**config.mk**
```make
export PLATFORM = sky130hd
export DESIGN_NAME = trdb_packet_scheduler
export DESIGN_NICKNAME = d
export VERILOG_FILES = /design/src/rtl/trdb_pkg.sv /design/src/rtl/trdb_desc_fifo.sv /design/src/rtl/trdb_packet_scheduler.sv
export SDC_FILE = /design/constraint.sdc
export NUM_CORES = 1
export LEC_CHECK = 0
export ABC_AREA = 1
export BUFFER_PORTS_ARGS = -buffer_cell sky130_fd_sc_hd__buf_2
export CELL_PAD_IN_SITES_DETAIL_PLACEMENT = 0
export CELL_PAD_IN_SITES_GLOBAL_PLACEMENT = 1
export CORE_ASPECT_RATIO = 0.5
export CORE_UTILIZATION = 44
export CTS_CLUSTER_DIAMETER = 200
export DETAILED_ROUTE_END_ITERATION = 7
export PLACE_DENSITY_LB_ADDON = 0.1
export SYNTH_ARGS = -nofsm -noshare
export SYNTH_HDL_FRONTEND = slang
export SYNTH_HIERARCHICAL = 1
export SYNTH_SLANG_ARGS = --single-unit
export TNS_END_PERCENT = 1
```
**constraint.sdc**
```tcl
create_clock -name clk_i -period 3.1 [get_ports clk_i]
set_input_delay 0.155 -clock clk_i [delete_from_list [all_inputs] [get_ports clk_i]]
set_output_delay 0.155 -clock clk_i [all_outputs]
set_load 0.01 [all_outputs]
```
**src/rtl/trdb_pkg.sv**
```systemverilog
// Shared types for the trace debugger packet path: packet formats,
// sync subformats and the scheduler's queued packet descriptor.
package trdb_pkg;

   typedef enum logic [1:0] {
      F_OPT_EXT   = 2'h0,
      F_DIFF_ADDR = 2'h1,
      F_ADDR_ONLY = 2'h2,
      F_SYNC      = 2'h3
   } trdb_format_e;

   typedef enum logic [1:0] {
      SF_START   = 2'h0,
      SF_TRAP    = 2'h1,
      SF_CONTEXT = 2'h2,
      SF_SUPPORT = 2'h3
   } trdb_f_sync_subformat_e;

   // Trigger unit value that asks for a format 2 (address only) packet
   localparam logic [2:0] TRDB_TRIG_FMT2 = 3'd4;

   // One queued packet request; src = 0 identifier, 1 trigger unit
   typedef struct packed {
      trdb_format_e           format;
      trdb_f_sync_subformat_e subformat;
      logic                   thaddr;
      logic                   cause_mux;
      logic                   src;
   } trdb_pkt_desc_t;

endpackage

```
**src/rtl/trdb_desc_fifo.sv**
```systemverilog
// Generic synchronous FIFO. Push while full is accepted when a pop
// happens on the same edge. Output reads as '0 while empty.
module trdb_desc_fifo #(
   parameter int  DEPTH = 4,
   parameter type T     = logic [7:0]
) (
   input  logic                       clk_i,
   input  logic                       rst_ni,
   input  logic                       push_i,
   input  T                           data_i,
   input  logic                       pop_i,
   output T                           data_o,
   output logic                       full_o,
   output logic                       empty_o,
   output logic [$clog2(DEPTH+1)-1:0] count_o
);

   localparam int AW = $clog2(DEPTH);
   localparam int CW = $clog2(DEPTH+1);

   T                mem [DEPTH];
   logic [AW-1:0]   wr_ptr;
   logic [AW-1:0]   rd_ptr;
   logic [CW-1:0]   count;
   logic            do_push;
   logic            do_pop;

   assign empty_o = (count == '0);
   assign full_o  = (count == CW'(DEPTH));
   assign count_o = count;
   assign do_pop  = pop_i && !empty_o;
   assign do_push = push_i && (!full_o || do_pop);
   assign data_o  = empty_o ? '0 : mem[rd_ptr];

   // Pointers wrap naturally since DEPTH is a power of two
   always_ff @(posedge clk_i) begin
      if (!rst_ni) begin
         wr_ptr <= '0;
         rd_ptr <= '0;
         count  <= '0;
      end else begin
         if (do_push) wr_ptr <= wr_ptr + 1'b1;
         if (do_pop)  rd_ptr <= rd_ptr + 1'b1;
         if (do_push && !do_pop)      count <= count + 1'b1;
         else if (do_pop && !do_push) count <= count - 1'b1;
      end
   end

   // Storage needs no reset; empty gating hides stale entries
   always_ff @(posedge clk_i) begin
      if (do_push) mem[wr_ptr] <= data_i;
   end

endmodule

```
**src/rtl/trdb_packet_scheduler.sv**
```systemverilog
// Queues packet requests from the identifier and the trigger unit and
// hands them to the emitter one at a time. Also owns the resync counter
// and the packets-lost flag fed back to the identifier.
module trdb_packet_scheduler
   import trdb_pkg::*;
#(
   parameter int              DEPTH      = 4,
   parameter int              CNT_W      = 16,
   parameter logic [CNT_W-1:0] RESYNC_MAX = 16'd256
) (
   input  logic                       clk_i,
   input  logic                       rst_ni,
   input  logic                       pkt_valid_i,
   input  trdb_format_e               pkt_format_i,
   input  trdb_f_sync_subformat_e     pkt_subformat_i,
   input  logic                       pkt_thaddr_i,
   input  logic                       pkt_cause_mux_i,
   input  logic                       trig_req_i,
   input  logic                       qualified_i,
   output logic                       out_valid_o,
   input  logic                       out_ready_i,
   output trdb_pkt_desc_t             out_desc_o,
   output logic [$clog2(DEPTH+1)-1:0] fifo_count_o,
   output logic                       max_resync_o,
   output logic                       packets_lost_o
);

   localparam trdb_pkt_desc_t TRIG_DESC = '{
      format:    F_ADDR_ONLY,
      subformat: SF_START,
      thaddr:    1'b0,
      cause_mux: 1'b0,
      src:       1'b1
   };

   logic           full, empty;
   logic           deq, can_enq, enq_trig, push, drop;
   logic           clr_lost, clr_cnt;
   logic           trig_pend_q, lost_q;
   logic [CNT_W-1:0] cnt_q;
   trdb_pkt_desc_t push_desc;

   assign out_valid_o    = !empty;
   assign deq            = out_valid_o && out_ready_i;
   assign can_enq        = !full || deq;
   assign drop           = pkt_valid_i && !can_enq;
   assign enq_trig       = !pkt_valid_i && trig_pend_q && can_enq;
   assign clr_lost       = deq && out_desc_o.format == F_SYNC
                           && out_desc_o.subformat == SF_SUPPORT;
   assign clr_cnt        = deq && out_desc_o.format == F_SYNC
                           && (out_desc_o.subformat == SF_START
                               || out_desc_o.subformat == SF_TRAP);
   assign packets_lost_o = lost_q;
   assign max_resync_o   = (cnt_q == RESYNC_MAX);

   // Identifier request wins the single enqueue slot over a pending trigger
   always_comb begin
      push      = 1'b0;
      push_desc = TRIG_DESC;
      if (pkt_valid_i) begin
         push      = can_enq;
         push_desc = '{format:    pkt_format_i,
                       subformat: pkt_subformat_i,
                       thaddr:    pkt_thaddr_i,
                       cause_mux: pkt_cause_mux_i,
                       src:       1'b0};
      end else if (enq_trig) begin
         push = 1'b1;
      end
   end

   trdb_desc_fifo #(
      .DEPTH (DEPTH),
      .T     (trdb_pkt_desc_t)
   ) u_fifo (
      .clk_i   (clk_i),
      .rst_ni  (rst_ni),
      .push_i  (push),
      .data_i  (push_desc),
      .pop_i   (out_ready_i),
      .data_o  (out_desc_o),
      .full_o  (full),
      .empty_o (empty),
      .count_o (fifo_count_o)
   );

   // Trigger pending: repeat requests merge, a new one re-arms on enqueue
   always_ff @(posedge clk_i) begin
      if (!rst_ni)         trig_pend_q <= 1'b0;
      else if (trig_req_i) trig_pend_q <= 1'b1;
      else if (enq_trig)   trig_pend_q <= 1'b0;
   end

   // Loss flag: a drop in the same cycle as the clearing dequeue keeps it set
   always_ff @(posedge clk_i) begin
      if (!rst_ni)       lost_q <= 1'b0;
      else if (drop)     lost_q <= 1'b1;
      else if (clr_lost) lost_q <= 1'b0;
   end

   // Saturating resync counter; a sync start/trap dequeue overrides counting
   always_ff @(posedge clk_i) begin
      if (!rst_ni)      cnt_q <= '0;
      else if (clr_cnt) cnt_q <= '0;
      else if (qualified_i && cnt_q != RESYNC_MAX) cnt_q <= cnt_q + 1'b1;
   end

endmodule
```
==> results of run 1 <==
critical path: stages, from the launching register on:
cell	delay (ns)
dfxtp_1	0.37
nor2_1	0.15
nand2_1	0.13
inv_2	0.17
inv_1	0.09
a21boi_0	0.28
nor2_1	0.15
nand2_1	0.17
inv_1	0.06
ha_1	0.21
inv_1	0.09
fa_1	0.41
o21ai_0	0.15
nor2_1	0.05
routing by layer:
layer,up-vias,global-route usage (%),share of wire [%]
met4,0,6.12,0.98
met5,-,0,0
li1,1192,-,-
met1,1072,23.0,47
met2,19,35.4,50
met3,8,4.33,2.5
flip-flops by register name, indices dropped and copies added (netlist names), named ones only:
register and cells:
u_fifo/rd_ptr 2, cnt_q 16, u_fifo/mem 28, trig_pend_q 1, packets_lost_o 1, u_fifo/wr_ptr 2, u_fifo/count_o 3
area by class of cell:
class	count	share of cell area, %
inverter	46	5.48
multi-input combinational	245	38.3
tap	88	3.49
timing repair buffer	26	4.29
sequential	55	43.8
clock inverter	2	0.516
clock buffer	6	4.09
cells by family after synthesis:
family | Yosys count | share of synthesized area [%]
adders and majority gates | 8 | 3.81
buffers and inverters | 54 | 8.50
DFF | 55 | 48.8
and+or+nand+nor | 183 | 28.1
AOI/OAI and AO/OA | 49 | 9.16
xor gates and xnor gates | 5 | 1.55
power groups by stage:
stage | sequential, uW | clock (uW) | combinational (uW)
floorplan | 962 | 0 | 447
global placement | 974 | 0 | 629
detailed placement | 981 | 0 | 645
CTS | 965 | 583 | 648
global route | 980 | 611 | 730
finish | 963 | 569 | 638
cell usage in the layout, fill, tap and decap left out, drive strengths merged, types with 10 or more instances in the layout:
| master | synthesis | final |
|---|---|---|
| buf | 6 | 26 |
| edfxtp | 28 | 28 |
| nand2 | 74 | 74 |
| o21ai | 23 | 23 |
| nand4 | 10 | 10 |
| nor2 | 72 | 72 |
| nand3 | 23 | 23 |
| inv | 46 | 47 |
| a21oi | 25 | 25 |
| dfxtp | 27 | 27 |
per-stage QoR:
stage,std cells,cell area (um2),hold WS (ns),setup WS [ns]
after floorplan,354,2830,0.275,0.711
final,468,3150,0.0880,0.503
after CTS,468,3150,0.0893,0.519
after global routing,468,3150,0.104,0.169
after global placement,460,3010,0.395,0.590
after detailed placement,460,3010,0.403,0.538
worst paths after layout:
| check | start | end | slack [ns] | depth (start not counted) |
|---|---|---|---|---|
| worst max-delay path | u_fifo/count_o[0] | u_fifo/count_o[1] | 0.50 | 13 |
| worst min-delay path | trig_req_i | trig_pend_q | 0.09 | 3 |
| worst max register to register | u_fifo/count_o[0] | u_fifo/count_o[1] | 0.50 | 13 |
| worst min register to register | packets_lost_o | packets_lost_o | 0.48 | 2 |
==> impl_metrics.yaml, run 1 <==
detailed_routing:
  wl_um: 6020
  dr_total_vias: 2291
  drtIter0Drc: 77
  drc: 0
  avgViaCountPerCell: 4.90
  firstDrtPassIters: 4
  postRouteAntennaNets: 0
  routedWlPerCell_um: 12.9
placement:
  place_congestion: 0.750
  detailed_place_hpwl_um: 4320
  io_buffers: 24
clocking:
  tritoncts: "built"
  htreeDepth: 2
  clockBufferDepth: 2
  cts_resized: 0
  cts_setup_buffers: 0
  cts_sinks: 55
  clk-insertion-delay-late_ns: 0.29
  hold_buffers: 0
  clk_pin_slew_ns: 0.07
  cts_made_buffers: 5
  root_buffer: "clkbuf_16"
worst_setup_path:
  crit_arrival_ns: 2.79
  critPathLaunchType: "flop"
  cp-end-kind: "flop"
  required_ns: 3.29
  worstSetupPathType: "reg -> reg"
  critPathMaxFanout: 8
layout:
  antennaDiodeCount: 0
  finalNetCount: 399
  drive_above_1_share_pct: 13.7
  area_growth_pct: 11.4
  fin_util_pct: 51.4
  seqCellArea_um2: 1380
  fillerInstances: 606
  multi_input_area_um2: 1210
synthesis:
  synthCells: 354
  yosysTopAreaCellShare_pct: 29.7
  avgSynthCellArea_um2: 7.99
  synthArstFlopShare_pct: 0
  yosys-top-cells-area: "edfxtp_1, dfxtp_1, nand2_1, nor2_1, inv_1"
  synth_edf_count: 28
  synth_seq_area_share_pct: 48.8
  post-synth-top-count-cell: "nand2_1"
  yosys_register_bits: 55
  yosys_warnings: 6
  synth_common_cells: "nand2_1, nor2_1, inv_1, edfxtp_1, dfxtp_1"
  yosys_most_used_dff: "edfxtp_1"
  syn_nets: 374
  synth_area_leader_cell: "edfxtp_1"
  ys_types: 29
  synth_area_um2: 2830
power:
  power_uw: 2170
  switching_power_uw: 764
  clkPwrFrac_pct: 26.2
  p_leak_uw: 0.00127
  vdd_drop_max_mv: 0.302
  power_density_nw_per_um2: 689
  combPwrFrac_pct: 29.4
  p_int_uw: 1410
  sw_frac_of_total_pct: 35.2
  seqPwrFrac_pct: 44.4
global_routing:
  grt_max_degree: 18
  grt_use_total_pct: 19.4
  grt_pass1_vias: 2107
  grt_remaining_overflow: 0
  antenna_found_initial: 0
  grt_pass1_wl_um: 9800
flow_run:
  cap_violations: 0
sta:
  fin_tns_setup_ns: 0
  tightest_slew_ns: 0.789
  period_share_pct: 83.8
  finalSetupViolCount: 0
  drv_slew: 0
  max_freq_ghz: 0.385
  hold_viol_final: 0
  rsz0062_at_grt: "no"
  relSlewSlack_pct: 47.2
  fin_crit_ns: 2.60
  fin_skew_ns: 0.00287
floorplanning:
  fp-row-count: 20
  start_util_pct: 46.1
  io_pins: 25
  die_x_um: 115
  dieArea_um2: 6770
  core-area_um2: 6130
  chipHeight_um: 58.7
outcome:
  outcome: "finished clean"
hold_path:
  hold_path_class: "in -> reg"
(Power assumes the default switching activity.)
==> run 2, diff against run 1 <==
ABC_AREA = 0   (was 1)
CORE_UTILIZATION = 42   (was 44)
clock period = 2.19 ns   (was 3.1 ns; I/O delays follow)
==> run 2 against run 1 <==
The flow now finishes with violations (design-rule violations). First-iteration DRC count down 12%. Critical path depth down 4. Worst hold slack worse by 0.035 ns. Setup slack worse by 0.42 ns. Area after synthesis down 12%. Count of clock-buffer cells in the layout up 1. Critical path type unchanged.
==> impl_metrics.yaml, run 2 <==
outcome:
  outcome: "finished, violations left"
  violations: "design-rule violations"
layout:
  fin_util_pct: 52.4
  antennaDiodeCount: 0
  largest_reg_flops: 28
  finalNetCount: 264
  area_growth_pct: 18.0
  most-common-layout-cells: "edfxtp_1, dfxtp_1, buf_2"
  drive_above_1_share_pct: 25.7
  final_common_cell: "edfxtp_1"
  fillerInstances: 490
  largest-register: "u_fifo/mem"
clocking:
  tritoncts: "built"
  clk_pin_slew_ns: 0.07
  cts_made_buffers: 5
  hold_buffers: 0
  clk-insertion-delay-late_ns: 0.29
  clockBufferDepth: 2
  root_buffer: "clkbuf_16"
  htreeDepth: 2
  cts_sinks: 55
floorplanning:
  core-area_um2: 5610
  die_x_um: 111
  chipHeight_um: 56.5
  io_pins: 25
  dieArea_um2: 6270
  start_util_pct: 44.4
  fp-row-count: 19
worst_setup_path:
  critPathMaxFanout: 5
  worstSetupPathType: "reg -> reg"
  crit_arrival_ns: 2.33
  critPathLaunchType: "flop"
  cp-end-kind: "flop"
  required_ns: 2.41
synthesis:
  yosys_warnings: 6
  post-synth-top-count-cell: "edfxtp_1"
  synth_seq_area_share_pct: 55.4
  synth_area_um2: 2490
  yosys_register_bits: 55
  avgSynthCellArea_um2: 12.0
  syn_nets: 228
  synth_common_cells: "edfxtp_1, dfxtp_1, nand2_1, and2_1, nor2_1"
  synth_edf_count: 28
  ys_types: 44
  yosys-top-cells-area: "edfxtp_1, dfxtp_1, mux4_2, xnor2_1, ha_1"
  synthCells: 208
  synthArstFlopShare_pct: 0
  synth_area_leader_cell: "edfxtp_1"
  yosysTopAreaCellShare_pct: 33.7
  yosys_most_used_dff: "edfxtp_1"
detailed_routing:
  routedWlPerCell_um: 14.3
  avgViaCountPerCell: 5.09
  firstDrtPassIters: 6
  dr_total_vias: 1618
  wl_um: 4540
  drtIter0Drc: 68
  postRouteAntennaNets: 0
  drc: 2
placement:
  detailed_place_hpwl_um: 3170
  place_congestion: 0.732
  io_buffers: 24
global_routing:
  use_met2_pct: 27.3
  grt_remaining_overflow: 0
  grt_pass1_wl_um: 7530
  grt_max_degree: 16
  grt_use_total_pct: 16.1
  grt_pass1_vias: 1613
  antenna_found_initial: 0
  grt-busiest-layer: "met2"
  grt_use_met1_pct: 20.1
  met3_usage_pct: 4.54
power:
  power_density_nw_per_um2: 1110
  p_leak_uw: 0.00108
  vdd_drop_max_mv: 0.535
sta:
  fin_crit_ns: 2.11
  tightest_slew_ns: 0.457
  hold_viol_final: 0
  fin_skew_ns: 0.00808
  rsz0062_at_grt: "yes"
  drv_slew: 0
  max_freq_ghz: 0.474
  hold_slack_ns: 0.0534
  relSlewSlack_pct: 69.2
  finalSetupViolCount: 0
  period_share_pct: 96.4
flow_run:
  cap_violations: 0
hold_path:
  hold_path_class: "in -> reg"
## run 2: changes by cell type after synthesis, moves of 6 or more
cell	delta
a21oi_1	-15
and2_1	+11
and2b_1	+7
inv_1	-32
mux4_2	+7
nand2_1	-57
nand3_1	-18
nand4_1	-7
nor2_1	-54
o21ai_0	-6
o21ai_1	-8
or3_1	+6
xnor2_1	+9
## run 2: where the power goes
group	total (uW)	switching [uW]	leakage (uW)	internal, uW
Sequential	1390	113	0.000482	1280
Combinational	1060	504	0.000531	559
Clock	799	346	0.0000716	453
## run 2: worst max-delay path: stages, from the launching register on
cell and delay [ns]:
dfxtp_4 0.36, nor3b_2 0.20, a21oi_2 0.14, a21boi_4 0.18, ha_2 0.19, inv_1 0.05
fa_2 0.33, xor2_1 0.15, or3_1 0.32, a21boi_1 0.12
## run 2: layer usage
metal  vias up  wire, um  share of wire, %
li1        815         -                 -
met1       781      2170                48
met2        14      2150                47
met3         8       147               3.2
met4         0        62               1.4
met5         -         0                 0
## run 2: cell type report
cell class / count / area [um2] / share of cell area [%]
flip-flops and latches: 55 / 1390 / 47.3
multi-input cells: 137 / 1070 / 36.5
repair buffers: 34 / 195 / 6.64
clock buffers: 7 / 143 / 4.85
well taps: 73 / 91.3 / 3.11
inverters: 11 / 41.3 / 1.40
clock inverters: 1 / 3.75 / 0.128
## run 2: path summary, 6_finish.rpt
check,start,endpoint,slack (ns),cells past startpoint
min,trig_req_i,trig_pend_q,0.05,3
max reg2reg,u_fifo/count_o[2],u_fifo/count_o[2],0.08,9
max,u_fifo/count_o[2],u_fifo/count_o[2],0.08,9
min reg2reg,packets_lost_o,packets_lost_o,0.48,2
## run 2: through the flow
stage               TNS (ns)  total power [uW]  cells  setup slack [ns]  cell area (um2)
global route         -0.0762              3450    318           -0.0762             2940
finish                     0              3250    318            0.0793             2940
detailed placement         0              2450    305            0.0298             2760
CTS                        0              3250    313            0.0135             2900
global placement           0              2420    305            0.0854             2760
floorplan                  0              2120    208          0.000520             2530
## run 2: logic make-up (layout without fill, tap and decap cells)
group / after synthesis / after routing / synth area share (%)
flops: 55 / 55 / 55.4
xor+xnor: 13 / 13 / 4.57
simple gates: 81 / 81 / 19.2
fa+ha+maj: 8 / 8 / 4.31
mux: 10 / 10 / 7.53
compound gates: 25 / 25 / 6.32
buf+inv: 16 / 53 / 2.71
## run 2: repair_timing
item	CTS	global route
gates resized for setup	0	0
setup buffers	0	5
endpoints found under the setup margin	0	1
==> run 3, diff against run 2 <==
PLACE_DENSITY_LB_ADDON = 0.12   (was 0.1)
SYNTH_HIERARCHICAL = default   (was 1)
==> run 3 against run 2 <==
The run now ends clean. Die area is 2.3% lower. Largest power group unchanged. Largest cell class unchanged. Critical path depth fell by 1. Final area shrank 2.6%. Critical endpoint is now u_fifo.count_o[2]. Sequential share of layout area rose by 0.98 points. Critical path type unchanged.
==> impl_metrics.yaml, run 3 <==
outcome:
  outcome: "finished clean"
worst_setup_path:
  critPathSlowestCell: "fa_1"
  ff2ff_setup_slack_ns: 0.16
  critPathMostFrequentCell: "inv_1"
  cpPeakStageDelay_ns: 0.38
  crit_arrival_ns: 2.27
  cp-end-kind: "flop"
  critPathLaunchType: "flop"
  startpoint: "u_fifo.count_o[2]"
  crit_end: "u_fifo.count_o[2]"
  r2r.worst_path.cells: 8
  r2r_end: "u_fifo.count_o[2]"
  cp_cell_sequence: "o31a_1 -> inv_1 -> ha_1 -> inv_1 -> fa_1 -> xor2_1 -> or3_1 -> a21boi_1"
  worstSetupPathType: "reg -> reg"
  critPathMaxFanout: 6
  timing.rr.start: "u_fifo.count_o[2]"
  required_ns: 2.42
detailed_routing:
  drc: 0
  dr_total_vias: 1571
  wl_um: 4460
  firstDrtPassIters: 4
  routedWlPerCell_um: 14.6
  drtIter0Drc: 83
  avgViaCountPerCell: 5.13
  postRouteAntennaNets: 0
sta:
  tightest_slew_ns: 0.432
  fin_tns_setup_ns: 0
  period_share_pct: 92.8
  fin_skew_ns: 0.00371
  relSlewSlack_pct: 70.8
  fin_crit_ns: 2.03
  hold_viol_final: 0
  max_freq_ghz: 0.492
  finalSetupViolCount: 0
  drv_slew: 0
  rsz0062_at_grt: "no"
  fin_ws_ns: 0.157
global_routing:
  use_met2_pct: 25.5
  grt_pass1_wl_um: 7310
  grt_remaining_overflow: 0
  antenna_found_initial: 0
  grt_max_degree: 18
  met3_usage_pct: 4.80
  grt-busiest-layer: "met2"
  grt_use_met1_pct: 21.0
  grt_pass1_vias: 1519
  grt_use_total_pct: 16.6
clocking:
  clk-insertion-delay-late_ns: 0.30
  root_buffer: "clkbuf_16"
  cts_made_buffers: 5
  htreeDepth: 2
  clockBufferDepth: 2
  hold_buffers: 0
  clk_pin_slew_ns: 0.07
  cts_sinks: 55
  tritoncts: "built"
layout:
  largest_reg_flops: 28
  largest-register: "u_fifo.mem"
  drive_above_1_share_pct: 22.3
  finalNetCount: 252
  most-common-layout-cells: "edfxtp_1, dfxtp_1, buf_2"
  area_growth_pct: 17.7
  design_area_um2: 2860
  antennaDiodeCount: 0
  final_common_cell: "edfxtp_1"
synthesis:
  yosys_most_used_dff: "edfxtp_1"
  synthCells: 201
  yosys-top-cells-area: "edfxtp_1, dfxtp_1, mux4_2, and2_1, ha_1"
  ys_types: 37
  synthArstFlopShare_pct: 0
  yosysTopAreaCellShare_pct: 34.6
  synth_seq_area_share_pct: 56.8
  synth_area_leader_cell: "edfxtp_1"
  avgSynthCellArea_um2: 12.1
  synth_area_um2: 2430
  syn_nets: 221
  yosys_register_bits: 55
  post-synth-top-count-cell: "edfxtp_1"
  yosys_warnings: 0
  synth_edf_count: 28
  synth_common_cells: "edfxtp_1, dfxtp_1, and2_1, nor2_1"
power:
  p_leak_uw: 0.00103
  power_density_nw_per_um2: 1090
  vdd_drop_max_mv: 0.431
floorplanning:
  die_x_um: 110
  start_util_pct: 43.9
  dieArea_um2: 6120
  io_pins: 25
  chipHeight_um: 55.8
  core-area_um2: 5540
  fp-row-count: 19
placement:
  io_buffers: 24
  pre_cts_slack_ns: 0.0941
  place_congestion: 0.758
  detailed_place_hpwl_um: 3130
  place_area_um2: 2660
hold_path:
  hold_path_class: "in -> reg"
  holdCritStartpoint: "trig_req_i"
flow_run:
  cap_violations: 0
## run 3: cell types whose count changed after synthesis, sizes merged, moves of 3 or more
cell / change
nand3: +4
and2: +9
inv: -3
o21ai: -3
nand2: -5
and2b: -7
xor2: +4
## run 3: metal layers
layer | wire (um) | vias to the layer above
li1 | - | 789
met3 | 169 | 12
met1 | 2140 | 746
met2 | 2010 | 24
met5 | 0 | -
met4 | 134 | 0
## run 3: cell type report
cell class | instances | area (um2)
tap | 73 | 91.3
clock inverter | 3 | 67.6
multi-input combinational | 131 | 993
clock buffer | 5 | 125
fill | 489 | 2680
timing repair buffer | 31 | 173
sequential | 55 | 1380
inverter | 8 | 30.0
## run 3: metrics by stage
step,util (%),instances,power (uW),hold slack (ns)
3_3_place_gp,48.0,297,2100,0.316
5_1_grt,51.7,306,3290,0.0175
4_1_cts,51.5,305,3150,0.0115
2_1_floorplan,-,201,1850,0.233
6_report,51.7,306,3120,0.0152
3_5_place_dp,48.0,297,2120,0.324
## run 3: worst min path at each step
stage	endpoint	slack, ns	depth (start not counted)
after floorplan	trig_pend_q	0.23	1
after global placement	trig_pend_q	0.32	2
after detailed placement	trig_pend_q	0.32	2
after CTS	trig_pend_q	0.01	2
after global routing	trig_pend_q	0.02	2
final	trig_pend_q	0.02	2
## run 3: worst max-delay path, delay by kind of cell, from the launching register on
kind / cells / cell delay [ns]
AND/OR/NAND/NOR: 1 / 0.31
XOR/XNOR: 1 / 0.16
flip-flops: 1 / 0.35
AO/OA/AOI/OAI: 2 / 0.47
buffers and inverters: 2 / 0.12
adder cells (fa/ha/maj): 2 / 0.56
## run 3: logic make-up after synthesis
logic type                 Yosys count  synth area share [%]
and+or+nand+nor                     79                  18.5
DFF                                 55                  56.8
AOI/OAI and AO/OA                   20                  5.19
xor gates and xnor gates            15                  5.40
buffers and inverters               15                  2.42
muxes                                9                  7.30
adders and majority gates            8                  4.42
## run 3: timing repair
item,in CTS,in global routing
gates resized for setup,0,3
setup buffers,0,1
endpoints found under the setup margin,0,1
## run 3: power breakdown
part	internal, uW	switching (uW)
sequential	1220	84.8
combinational	392	391
clock	655	375
